### src/rtl/duty_ramp_controller_if.sv
// duty_ramp_controller_if: speed/direction command handshake into the ramp controller.
interface duty_ramp_controller_if;
    logic       cmd_valid;
    logic       cmd_ready;
    logic [3:0] cmd_duty;
    logic       cmd_dir;
    modport master (output cmd_valid, cmd_duty, cmd_dir, input cmd_ready);
    modport slave (input cmd_valid, cmd_duty, cmd_dir, output cmd_ready);
endinterface

### src/rtl/duty_ramp_controller.sv
// duty_ramp_controller: slew-limited, PWM-period-aligned duty/direction sequencer with dead time and estop.
module duty_ramp_controller #(
    parameter int RAMP_PERIODS = 4,
    parameter int DEAD_PERIODS = 2
) (
    input  logic                  clk_3125KHz,
    input  logic                  reset,
    duty_ramp_controller_if.slave cmd,
    input  logic                  estop,
    output logic [3:0]            duty_cycle,
    output logic                  motor_dir,
    output logic                  at_target
);
    typedef enum logic [2:0] {IDLE, RAMP, STOP_RAMP, DEAD, ESTOP} state_t;
    localparam logic [7:0] STEP_LAST = 8'(RAMP_PERIODS - 1);
    localparam logic [7:0] DEAD_LAST = 8'(DEAD_PERIODS - 1);
    // an acceptance on a tick counts that tick as the first one of the ramp latency
    localparam logic [7:0] STEP_START = (RAMP_PERIODS > 1) ? 8'd1 : 8'd0;

    state_t     state_q, state_d;
    logic [3:0] period_cnt_q, period_cnt_d;
    logic [7:0] step_cnt_q, step_cnt_d;
    logic [7:0] dead_cnt_q, dead_cnt_d;
    logic [3:0] target_duty_q, target_duty_d;
    logic       target_dir_q, target_dir_d;
    logic [3:0] duty_cycle_q, duty_cycle_d;
    logic       motor_dir_q, motor_dir_d;
    logic       at_target_q, at_target_d;
    logic       tick, step, accept, dir_diff, dead_exit;
    logic [3:0] goal;

    assign cmd.cmd_ready = !reset && state_q != ESTOP;
    assign accept        = cmd.cmd_valid && cmd.cmd_ready;
    assign tick          = period_cnt_q == 4'hf;
    assign step          = tick && step_cnt_q == STEP_LAST;
    assign dead_exit     = tick && dead_cnt_q == DEAD_LAST;
    assign dir_diff      = target_dir_q != motor_dir_q;
    assign goal          = dir_diff ? 4'd0 : target_duty_q;

    always_ff @(posedge clk_3125KHz) begin
        if (reset) begin
            state_q       <= IDLE;
            period_cnt_q  <= '0;
            step_cnt_q    <= '0;
            dead_cnt_q    <= '0;
            target_duty_q <= '0;
            target_dir_q  <= 1'b0;
            duty_cycle_q  <= '0;
            motor_dir_q   <= 1'b0;
            at_target_q   <= 1'b1;
        end else begin
            state_q       <= state_d;
            period_cnt_q  <= period_cnt_d;
            step_cnt_q    <= step_cnt_d;
            dead_cnt_q    <= dead_cnt_d;
            target_duty_q <= target_duty_d;
            target_dir_q  <= target_dir_d;
            duty_cycle_q  <= duty_cycle_d;
            motor_dir_q   <= motor_dir_d;
            at_target_q   <= at_target_d;
        end
    end

    always_comb begin
        duty_cycle_d = duty_cycle_q;
        if ((state_q == RAMP || state_q == STOP_RAMP) && step && duty_cycle_q != goal)
            duty_cycle_d = duty_cycle_q < goal ? duty_cycle_q + 4'd1 : duty_cycle_q - 4'd1;
        state_d = dir_diff ? (duty_cycle_d == 4'd0 ? DEAD : STOP_RAMP)
                           : (duty_cycle_d == target_duty_q ? IDLE : RAMP);
        if (state_q == DEAD)
            state_d = !dead_exit ? DEAD : target_duty_q == 4'd0 ? IDLE : RAMP;
        if (state_q == ESTOP)
            state_d = IDLE;
        if (estop) begin
            state_d      = ESTOP;
            duty_cycle_d = 4'd0;
        end
    end

    always_comb begin
        period_cnt_d  = period_cnt_q + 4'd1;
        step_cnt_d    = !tick ? step_cnt_q : step_cnt_q == STEP_LAST ? 8'd0 : step_cnt_q + 8'd1;
        if (accept && state_q == IDLE)
            step_cnt_d = tick ? STEP_START : 8'd0;
        dead_cnt_d    = state_q != DEAD ? 8'd0 : tick ? dead_cnt_q + 8'd1 : dead_cnt_q;
        if (state_q == ESTOP) begin
            step_cnt_d = 8'd0;
            dead_cnt_d = 8'd0;
        end
        target_duty_d = estop ? 4'd0 : accept ? cmd.cmd_duty : target_duty_q;
        target_dir_d  = (accept && !estop) ? cmd.cmd_dir : target_dir_q;
        motor_dir_d   = (!estop && state_q == DEAD && dead_exit) ? target_dir_q : motor_dir_q;
        at_target_d   = state_d == IDLE;
    end

    assign duty_cycle = duty_cycle_q;
    assign motor_dir  = motor_dir_q;
    assign at_target  = at_target_q;
endmodule

### src/flat_wrapper.sv
// flat-port wrapper written by rule: the top's interface ports become plain ports
module duty_ramp_controller_flat 
#(
    parameter int RAMP_PERIODS = 4,
    parameter int DEAD_PERIODS = 2
)
  (clk_3125KHz, reset, estop, duty_cycle, motor_dir, at_target, cmd_cmd_valid, cmd_cmd_duty, cmd_cmd_dir, cmd_cmd_ready);
  duty_ramp_controller_if cmd_i ();
  input  logic clk_3125KHz;
  input  logic reset;
  input  logic estop;
  output logic [3:0] duty_cycle;
  output logic motor_dir;
  output logic at_target;
  input wire logic [$bits(cmd_i.cmd_valid)-1:0] cmd_cmd_valid;
  input wire logic [$bits(cmd_i.cmd_duty)-1:0] cmd_cmd_duty;
  input wire logic [$bits(cmd_i.cmd_dir)-1:0] cmd_cmd_dir;
  output wire logic [$bits(cmd_i.cmd_ready)-1:0] cmd_cmd_ready;
  assign cmd_i.cmd_valid = cmd_cmd_valid;
  assign cmd_i.cmd_duty = cmd_cmd_duty;
  assign cmd_i.cmd_dir = cmd_cmd_dir;
  assign cmd_cmd_ready = cmd_i.cmd_ready;
  duty_ramp_controller #(.RAMP_PERIODS(RAMP_PERIODS), .DEAD_PERIODS(DEAD_PERIODS)) u_core (.clk_3125KHz(clk_3125KHz), .reset(reset), .cmd(cmd_i), .estop(estop), .duty_cycle(duty_cycle), .motor_dir(motor_dir), .at_target(at_target));
endmodule
### config.mk
export PLATFORM = sky130hd
export DESIGN_NAME = duty_ramp_controller_flat
export DESIGN_NICKNAME = d
export VERILOG_FILES = /design/src/rtl/duty_ramp_controller_if.sv /design/src/rtl/duty_ramp_controller.sv /design/src/flat_wrapper.sv
export SDC_FILE = /design/constraint.sdc
export NUM_CORES = 1
export LEC_CHECK = 0
export CORE_UTILIZATION = 30
export DETAILED_ROUTE_END_ITERATION = 12
export PLACE_DENSITY = 0.44
export SETUP_SLACK_MARGIN = 0.3
export SYNTH_ARGS = -nofsm -noshare
export SYNTH_HDL_FRONTEND = slang
export SYNTH_SLANG_ARGS = --single-unit
### constraint.sdc
create_clock -name clk_3125KHz -period 4 [get_ports clk_3125KHz]
set_input_delay 0.8 -clock clk_3125KHz [delete_from_list [all_inputs] [get_ports clk_3125KHz]]
set_output_delay 0.8 -clock clk_3125KHz [all_outputs]
set_load 0.1 [all_outputs]
==> out/results.txt, run 1 <==
Clock Skew - 0.009706 ns
pin count of the biggest net entering global routing - 16
worst skew pair latency - 0.29 ns
Slew headroom - 0.3445
Multi-input gate area - 0.001095 mm²
fill count - 620
#FFs+latches synth - 34
Starting Density - 0.3102
n_diodes - 0
worst setup margin - 0.7380 ns
clk root buf - clkbuf_8
Comb pwr share - 0.083
TritonCTS clock tree - built
worst hold stages - 1
maxcap violations - 0
CTS Buf Count - 5
status - finished clean
share of layout cells above drive strength 1 - 0.1366
Worst Setup End Kind - register
syn nets - 226
Final setup violation count - 0
number of global-route vias before repair - 1393
# rows - 28
Worst Path Max Fanout - 9
part of the power in the clock network - 0.436
maximum clock path buffer count - 2
via count - 1428
setup TNS - 0 ns
RSZ-0062 raised after global routing - no
Initial DRC Count - 75
CP required - 4.19 ns
Post-synth top flop - dfxtp_1
ys async rst share - 0
most frequent cells in the layout - 33 x dfxtp_1, 29 x nor2_1, 17 x nand2_1
Psw - 0.0001708 W
I/O pins - 16
GPL Wtd Cong - 0.7360
final core utilization - 0.3697
Critical Path AT - 3.45 ns
sequential power share - 0.481
final hold violations - 0
cts hold-fix bufs - 0
routed wire length - 3747 µm
Final Net Count - 246
internal power - 0.0005529 W
synth unique cells - 48
worst hold endpoint - u_core.period_cnt_q[0]$_SDFF_PP0_
sw frac - 0.2360
DP HPWL - 2843 µm
Place WS - 0.7254 ns
Die H - 80.01 µm
GRT Residual Overflow - 0
P&R area growth vs syn - 19.19%
cell count after synthesis - 206
CP Launch Type - register
Final ANT Viol Nets - 0
Static Leak - 0.7818 nW
Post-synth EDFFs - 0
Die Area - 0.006401 mm²
fmax - 0.3066 GHz
r2r worst-path depth - 15
number of remaining DRC errors - 0
overall routing resource usage - 0.1315
post-DR vias/cell - 4.728
drt wl/cell - 12.41 µm
Final Max Slew Viols - 0
sequential area share after synthesis - 0.3729
post-CTS setup buffer count - 0
area of the core - 0.005886 mm²
DRT Pass-1 Iters - 6
number of synthesis warnings - 0
CTS clk-pin slew, worst paths - 0.08 ns
Setup CP Type - register to register
CTS resizes - 0
Post-Syn Area - 0.001826 mm²
I/O Buffers - 15
Final period util - 0.8155
Peak VDD IR - 0.0001380 V
commonest non-fill, non-tap cell in the layout - dfxtp_1
crit path time final - 3.262 ns
FF+latch area - 681.9 µm²
fin cells - 302
Hold Crit Start - u_core.period_cnt_q[0]$_SDFF_PP0_
syn avg cell area - 8.862 µm²
Hold/Removal Path Class - register to register
reg-to-reg endpoint - u_core.state_q[0]$_SDFF_PP0_
H-tree depth - 2
Power Density - 332.6 mW/mm²
dpl cells - 294
Die X - 80.01 µm
r2r startpoint - u_core.target_dir_q$_SDFFE_PP0P_
initial antenna violation count - 0
reg2reg setup slack - 0.74 ns
Slew @ Worst Pin - 0.9801 ns
clock sinks - 34
first-pass GRT wire length - 6465 µm
## synthesized netlist by cell type (2+ instances only)
library cell	n	area [µm²]
a21o_1	2	15.01
a21oi_1	9	45.04
and2_1	2	12.51
clkbuf_1	4	15.01
dfxtp_1	34	680.7
ha_1	10	125.1
inv_1	5	18.77
mux2i_1	3	30.03
nand2_1	17	63.81
nand2b_1	2	12.51
nand3_1	11	55.05
nand4_1	6	37.54
nor2_1	29	108.9
nor2b_1	3	18.77
nor3_1	6	30.03
nor4_1	3	18.77
o21ai_0	8	40.04
or2_2	4	25.02
or3_1	2	12.51
xnor2_1	8	70.07
xor2_1	11	96.34
## worst max path at each step
stage	slack, ns	startpoint	end	cells past startpoint
floorplan	0.42	u_core.duty_cycle[1]$_SDFF_PP0_	u_core.state_q[0]$_SDFF_PP0_	12
global placement	0.77	u_core.target_dir_q$_SDFFE_PP0P_	u_core.state_q[0]$_SDFF_PP0_	15
detailed placement	0.73	u_core.target_dir_q$_SDFFE_PP0P_	u_core.state_q[0]$_SDFF_PP0_	15
CTS	0.69	u_core.target_dir_q$_SDFFE_PP0P_	u_core.state_q[0]$_SDFF_PP0_	15
global route	0.52	u_core.target_dir_q$_SDFFE_PP0P_	u_core.at_target$_SDFF_PP1_	15
finish	0.74	u_core.target_dir_q$_SDFFE_PP0P_	u_core.state_q[0]$_SDFF_PP0_	15
## per-layer routing
layer	vias up	wire length, µm	GRT usage
li1	761	-	-
met1	649	1872	0.1770
met2	14	1738	0.2026
met3	4	88	0.03429
met4	0	47	0.04286
met5	-	0	0
## power by group through the flow
stage	Combinational [W]	Sequential, W	Clock, W
4_1_cts	0.0000609	0.000348	0.000326
3_5_place_dp	0.0000606	0.000356	0
3_3_place_gp	0.0000616	0.000356	0
5_1_grt	0.0000668	0.000349	0.000338
2_1_floorplan	0.0000344	0.000361	0
6_report	0.0000603	0.000348	0.000315
## critical path, cell delays in order (launching register included)
cell and delay, ns:
dfxtp_1 0.36, xnor2_1 0.13, buf_4 0.17, nand2_1 0.06
ha_1 0.28, nor2b_1 0.13, o211a_1 0.21, nand2b_1 0.20
ha_1 0.30, a21o_1 0.10, a21oi_1 0.06, or3_1 0.32
a21oi_2 0.19, xnor2_1 0.11, a221o_1 0.33, a21o_1 0.19
## flip-flops by register name, summed over array words and instances, names as in the netlist
signal	flops
u_core.dead_cnt_q	8
u_core.step_cnt_q	8
u_core.duty_cycle	4
u_core.period_cnt_q	4
u_core.target_duty_q	4
u_core.state_q	3
u_core.at_target	1
u_core.motor_dir	1
u_core.target_dir_q	1
## through the flow
| step | total power [W] | area, µm² | hold slack (ns) |
|---|---|---|---|
| after global placement | 0.0004177 | 2067 | 0.4322 |
| after global routing | 0.0007537 | 2176 | 0.4762 |
| after detailed placement | 0.0004164 | 2067 | 0.4390 |
| after CTS | 0.0007350 | 2176 | 0.4577 |
| after floorplan | 0.0003950 | 1827 | 0.4176 |
| final | 0.0007237 | 2176 | 0.4480 |
## layout make-up
type | instances | share of cell area
multi-input combinational | 161 | 0.5032
sequential | 34 | 0.3134
clock inverter | 3 | 0.01840
timing repair buffer | 19 | 0.08166
clock buffer | 5 | 0.03163
tap | 75 | 0.04313
inverter | 5 | 0.008626
## kinds of logic after synthesis
family                     after synthesis  synth area share
AOI/OAI and AO/OA                       28            0.1028
DFF                                     34            0.3729
xor gates and xnor gates                21            0.1124
adders and majority gates               11           0.07951
muxes                                    3           0.01645
buffers and inverters                   11           0.02741
and+or+nand+nor                         98            0.2886
No activity file was read; power rests on OpenSTA's default activity.
==> run 2: changes to the inputs <==
Clock period 4 ns to 3.1 ns, I/O delays scaled along.
==> run 2 against run 1 <==
The flow now finishes with violations (negative setup slack). Fmax up 4.5%. Die area unchanged. Global-route usage up 1.3 points. Largest power group is now clock. Wire length grew 9.4%. Clock power grew 62%. Cell count increased by 4.3%. Critical path depth down 2. Clock-buffer cell count grew 1.
==> out/results.txt, run 2 (same netlist as run 1, synthesis figures left out) <==
status - finished with violations
failing checks - negative setup slack
sequential power share - 0.426
fill count - 601
fmax - 0.3203 GHz
post-DR vias/cell - 4.762
Die H - 80.01 µm
r2r worst-path depth - 13
DP HPWL - 3019 µm
fin cells - 315
number of global-route vias before repair - 1445
sw frac - 0.2119
stages on the worst setup path - 13
Place WS - -0.1067 ns
Initial DRC Count - 68
part of the power in the clock network - 0.486
Slew headroom - 0.7425
clk root buf - clkbuf_8
TritonCTS clock tree - built
crit path time final - 3.122 ns
I/O Buffers - 15
top flop regs - u_core.dead_cnt_q: 8 flops, u_core.step_cnt_q: 8 flops
area of the core - 0.005886 mm²
Starting Density - 0.3102
GRT Residual Overflow - 0
initial antenna violation count - 0
Final setup violation count - 2
Final period util - 1.007
# rows - 28
Peak VDD IR - 0.0002114 V
final core utilization - 0.4041
DRT Pass-1 Iters - 6
Buf/Inv on CP - 1
overall routing resource usage - 0.1441
most frequent cells in the layout - 28 x nor2_1, 28 x dfxtp_1, 22 x buf_4
maxcap violations - 0
drt wl/cell - 13.02 µm
Final ANT Viol Nets - 0
CP required - 3.28 ns
Final Max Slew Viols - 0
Clock Skew - 0.004355 ns
Power Density - 442.1 mW/mm²
FF+latch area - 690.7 µm²
clock sinks - 34
n_diodes - 0
pin count of the biggest net entering global routing - 16
GPL Wtd Cong - 0.7233
Slew @ Worst Pin - 0.3828 ns
P&R area growth vs syn - 30.29%
worst hold stages - 1
Psw - 0.0002228 W
number of remaining DRC errors - 0
Setup CP Type - register to register
share of layout cells above drive strength 1 - 0.2542
Worst Setup End Kind - register
via count - 1500
worst setup margin - -0.02232 ns
first-pass GRT wire length - 6906 µm
Die X - 80.01 µm
Worst path slowest cell - fa_1
CTS clk-pin slew, worst paths - 0.07 ns
final hold violations - 0
I/O pins - 16
Worst Path Max Fanout - 3
Critical Path AT - 3.31 ns
CP delay by family, top - compound AO/OA/AOI/OAI gates
Hold/Removal Path Class - register to register
setup TNS - -0.03520 ns
Comb pwr share - 0.088
Final Net Count - 259
maximum clock path buffer count - 2
worst-path cell chain - xnor2_4 > nand2_1 > ha_1 > nor2b_1 > o211a_1 > nand2b_4 > buf_4 > fa_1 > xor2_1 > nor4_1 > o21a_1 > a221o_1 > a21o_1
dpl cells - 302
CP Launch Type - register
RSZ-0062 raised after global routing - yes
slowest stage delay, CP - 0.37 ns
Multi-input gate area - 0.001156 mm²
CTS Buf Count - 5
Static Leak - 0.8937 nW
worst skew pair latency - 0.29 ns
H-tree depth - 2
internal power - 0.0008286 W
Die Area - 0.006401 mm²
routed wire length - 4100 µm
## run 2: final cells by class
| class | count | area share |
|---|---|---|
| multi-input cells | 161 | 0.4861 |
| flip-flops and latches | 34 | 0.2904 |
| repair buffers | 32 | 0.1163 |
| well taps | 75 | 0.03945 |
| clock buffers | 6 | 0.03472 |
| clock inverters | 2 | 0.02525 |
| inverters | 5 | 0.007891 |
## run 2: power by group through the flow
| stage | sequential, W | combinational [W] | clock [W] |
|---|---|---|---|
| after floorplan | 0.000465 | 0.0000469 | 0 |
| after global placement | 0.000459 | 0.0000897 | 0 |
| after detailed placement | 0.000458 | 0.0000895 | 0 |
| after CTS | 0.000448 | 0.0000925 | 0.000528 |
| after global routing | 0.000449 | 0.000102 | 0.000544 |
| final | 0.000448 | 0.0000924 | 0.000511 |
## run 2: metrics by stage
| step | hold slack (ns) | area [µm²] | total power (W) |
|---|---|---|---|
| floorplan | 0.4176 | 1876 | 0.0005117 |
| detailed placement | 0.4380 | 2173 | 0.0005479 |
| global route | 0.4622 | 2379 | 0.001095 |
| finish | 0.4500 | 2379 | 0.001051 |
| global placement | 0.4310 | 2173 | 0.0005483 |
| CTS | 0.4538 | 2355 | 0.001068 |
## run 2: path summary, 6_finish.rpt
check                                         start                                 to  slack (ns)
setup / recovery      u_core.motor_dir$_SDFFE_PP0P_       u_core.state_q[0]$_SDFF_PP0_       -0.02
hold / removal    u_core.period_cnt_q[0]$_SDFF_PP0_  u_core.period_cnt_q[0]$_SDFF_PP0_        0.45
setup reg to reg      u_core.motor_dir$_SDFFE_PP0P_       u_core.state_q[0]$_SDFF_PP0_       -0.02
hold reg to reg   u_core.period_cnt_q[0]$_SDFF_PP0_  u_core.period_cnt_q[0]$_SDFF_PP0_        0.45
## run 2: timing repair
action                     4_1_cts  5_1_grt
cloned                           0        0
hold buffers                     0        0
setup endpoints to repair        3        3
buffers inserted                 4        1
gates resized for setup          2        4
pin swaps                        3        3
## run 2: worst reg2reg max path, stage by stage, from the launching register on
cell and delay (ns):
dfxtp_4 0.36, xnor2_4 0.22, nand2_1 0.09, ha_1 0.29, nor2b_1 0.13, o211a_1 0.21
nand2b_4 0.16, buf_4 0.14, fa_1 0.37, xor2_1 0.25, nor4_1 0.07, o21a_1 0.20
a221o_1 0.35, a21o_1 0.18
## run 2: per-layer routing
layer | GRT usage | part of all wire
met1 | 0.1936 | 0.50
met2 | 0.2222 | 0.46
met3 | 0.03429 | 0.023
met4 | 0.05357 | 0.015
met5 | 0 | 0
==> run 3: changes to the inputs <==
Settings changed: CORE_MARGIN set to 1.5, CORE_UTILIZATION 30 to 37, PLACE_DENSITY 0.44 to 0.52.
==> run 3 against run 2 <==
The flow now finishes without violations. Global-route usage grew 2.4 points. Wire length is 0.73% lower. First-iteration DRC count down 40%. Via count grew 0.87%. Non-clock buffer count shrank 1. Worst setup slack better by 0.073 ns. Design area increased by 0.53%. Critical path depth unchanged. Critical endpoint is now u_core.at_target$_SDFF_PP1_.
==> out/results.txt, run 3 (same netlist as run 1, synthesis figures left out) <==
status - finished clean
share of layout cells above drive strength 1 - 0.2678
slowest stage delay, CP - 0.37 ns
most frequent cells in the layout - 28 x nor2_1, 28 x dfxtp_1, 21 x buf_4
Setup CP Type - register to register
fill count - 445
DRT Pass-1 Iters - 4
Peak VDD IR - 0.0002099 V
number of remaining DRC errors - 0
Worst setup endpoint - u_core.at_target$_SDFF_PP1_
I/O pins - 16
via count - 1513
CP delay by family, top - compound AO/OA/AOI/OAI gates
top flop regs - u_core.dead_cnt_q: 8 flops, u_core.step_cnt_q: 8 flops
fmax - 0.3280 GHz
Worst Setup End Kind - register
drt wl/cell - 13.30 µm
post-DR vias/cell - 4.944
number of global-route vias before repair - 1431
final hold violations - 0
Die X - 73.24 µm
CP required - 3.31 ns
r2r startpoint - u_core.target_dir_q$_SDFFE_PP0P_
DP HPWL - 3136 µm
Slew headroom - 0.6993
maximum clock path buffer count - 2
reg-to-reg endpoint - u_core.at_target$_SDFF_PP1_
Slew @ Worst Pin - 0.4476 ns
r2r worst-path depth - 13
Critical path origin - u_core.target_dir_q$_SDFFE_PP0P_
Die Area - 0.005364 mm²
Buf/Inv on CP - 1
stages on the worst setup path - 13
crit path time final - 3.049 ns
P&R area growth vs syn - 30.98%
maxcap violations - 0
sequential power share - 0.432
setup TNS - 0 ns
Psw - 0.0002289 W
Die H - 73.24 µm
Hold/Removal Path Class - register to register
Initial DRC Count - 41
worst-path cell chain - xnor2_4 > nand2_2 > ha_4 > nor2b_4 > o211a_1 > nand2b_4 > buf_4 > fa_1 > xor2_1 > mux2i_1 > xor2_1 > a41oi_2 > a211oi_2
Critical Path AT - 3.26 ns
CTS Buf Count - 5
routed wire length - 4070 µm
Static Leak - 0.8965 nW
Starting Density - 0.3865
cell mode on critical path - xor2_1
Worst Path Max Fanout - 3
GPL Wtd Cong - 0.8517
n_diodes - 0
Comb pwr share - 0.090
cts hold-fix bufs - 0
TritonCTS clock tree - built
Final setup violation count - 0
Clock Skew - 0.009260 ns
Place WS - -0.1379 ns
I/O Buffers - 15
reg2reg setup slack - 0.05 ns
first-pass GRT wire length - 6858 µm
H-tree depth - 2
worst skew pair latency - 0.29 ns
pin count of the biggest net entering global routing - 16
internal power - 0.0008082 W
clock sinks - 34
# rows - 25
CP Launch Type - register
worst setup margin - 0.05117 ns
part of the power in the clock network - 0.478
initial antenna violation count - 0
PnR Total Power - 0.001037 W
GRT Residual Overflow - 0
Final ANT Viol Nets - 0
clk root buf - clkbuf_8
Final Max Slew Viols - 0
final core utilization - 0.5062
overall routing resource usage - 0.1677
Power Density - 433.7 mW/mm²
sw frac - 0.2207
RSZ-0062 raised after global routing - yes
area of the core - 0.004723 mm²
CTS clk-pin slew, worst paths - 0.08 ns
Final Net Count - 258
Worst path slowest cell - fa_1
Final period util - 0.9835
-- run 3: repair_timing --
item	CTS	global route
setup endpoints to repair	2	3
setup buffers	3	2
pin swaps	6	1
gates resized for setup	12	0
-- run 3: final cells by class --
type,count,area [µm²],area share
clock inverters,3,68.82,0.02878
inverters,5,18.77,0.007849
clock buffers,5,68.82,0.02878
multi-input cells,161,1189,0.4971
repair buffers,31,269.0,0.1125
well taps,67,83.83,0.03506
flip-flops and latches,34,693.2,0.2899
-- run 3: power by group through the flow --
stage | clock network, W | registers (W) | logic (W)
floorplan | 0 | 0.000465 | 0.0000469
global placement | 0 | 0.000458 | 0.0000865
detailed placement | 0 | 0.000459 | 0.0000888
CTS | 0.000506 | 0.000448 | 0.0000924
global route | 0.000530 | 0.000449 | 0.000101
finish | 0.000496 | 0.000448 | 0.0000932
-- run 3: layer usage --
metal,up-vias,global-route usage,share of wire
li1,781,-,-
met1,714,0.2271,0.51
met2,14,0.2626,0.46
met3,4,0.03729,0.024
met4,0,0.05660,0.011
met5,-,0,0
-- run 3: through the flow --
stage	std cells	area (µm²)	hold WS (ns)
floorplan	206	1876	0.4176
global placement	293	2156	0.4256
detailed placement	293	2156	0.4467
CTS	304	2376	0.4713
global route	306	2391	0.4825
finish	306	2391	0.4607
-- run 3: how the worst min path moves through the flow --
| stage | start | endpoint | slack (ns) | cells past startpoint |
|---|---|---|---|---|
| after floorplan | u_core.period_cnt_q[0]$_SDFF_PP0_ | u_core.period_cnt_q[0]$_SDFF_PP0_ | 0.42 | 1 |
| after global placement | u_core.period_cnt_q[0]$_SDFF_PP0_ | u_core.period_cnt_q[0]$_SDFF_PP0_ | 0.43 | 1 |
| after detailed placement | u_core.period_cnt_q[0]$_SDFF_PP0_ | u_core.period_cnt_q[0]$_SDFF_PP0_ | 0.45 | 1 |
| after CTS | u_core.period_cnt_q[0]$_SDFF_PP0_ | u_core.period_cnt_q[0]$_SDFF_PP0_ | 0.47 | 1 |
| after global routing | u_core.period_cnt_q[0]$_SDFF_PP0_ | u_core.period_cnt_q[0]$_SDFF_PP0_ | 0.48 | 1 |
| final | u_core.period_cnt_q[0]$_SDFF_PP0_ | u_core.period_cnt_q[0]$_SDFF_PP0_ | 0.46 | 1 |
-- run 3: worst register-to-register path, cell delays in order (launching register included) --
cell and delay [ns]:
dfxtp_4 0.36, xnor2_4 0.20, nand2_2 0.10, ha_4 0.22, nor2b_4 0.12, o211a_1 0.22
nand2b_4 0.16, buf_4 0.14, fa_1 0.37, xor2_1 0.18, mux2i_1 0.31, xor2_1 0.21
a41oi_2 0.16, a211oi_2 0.23
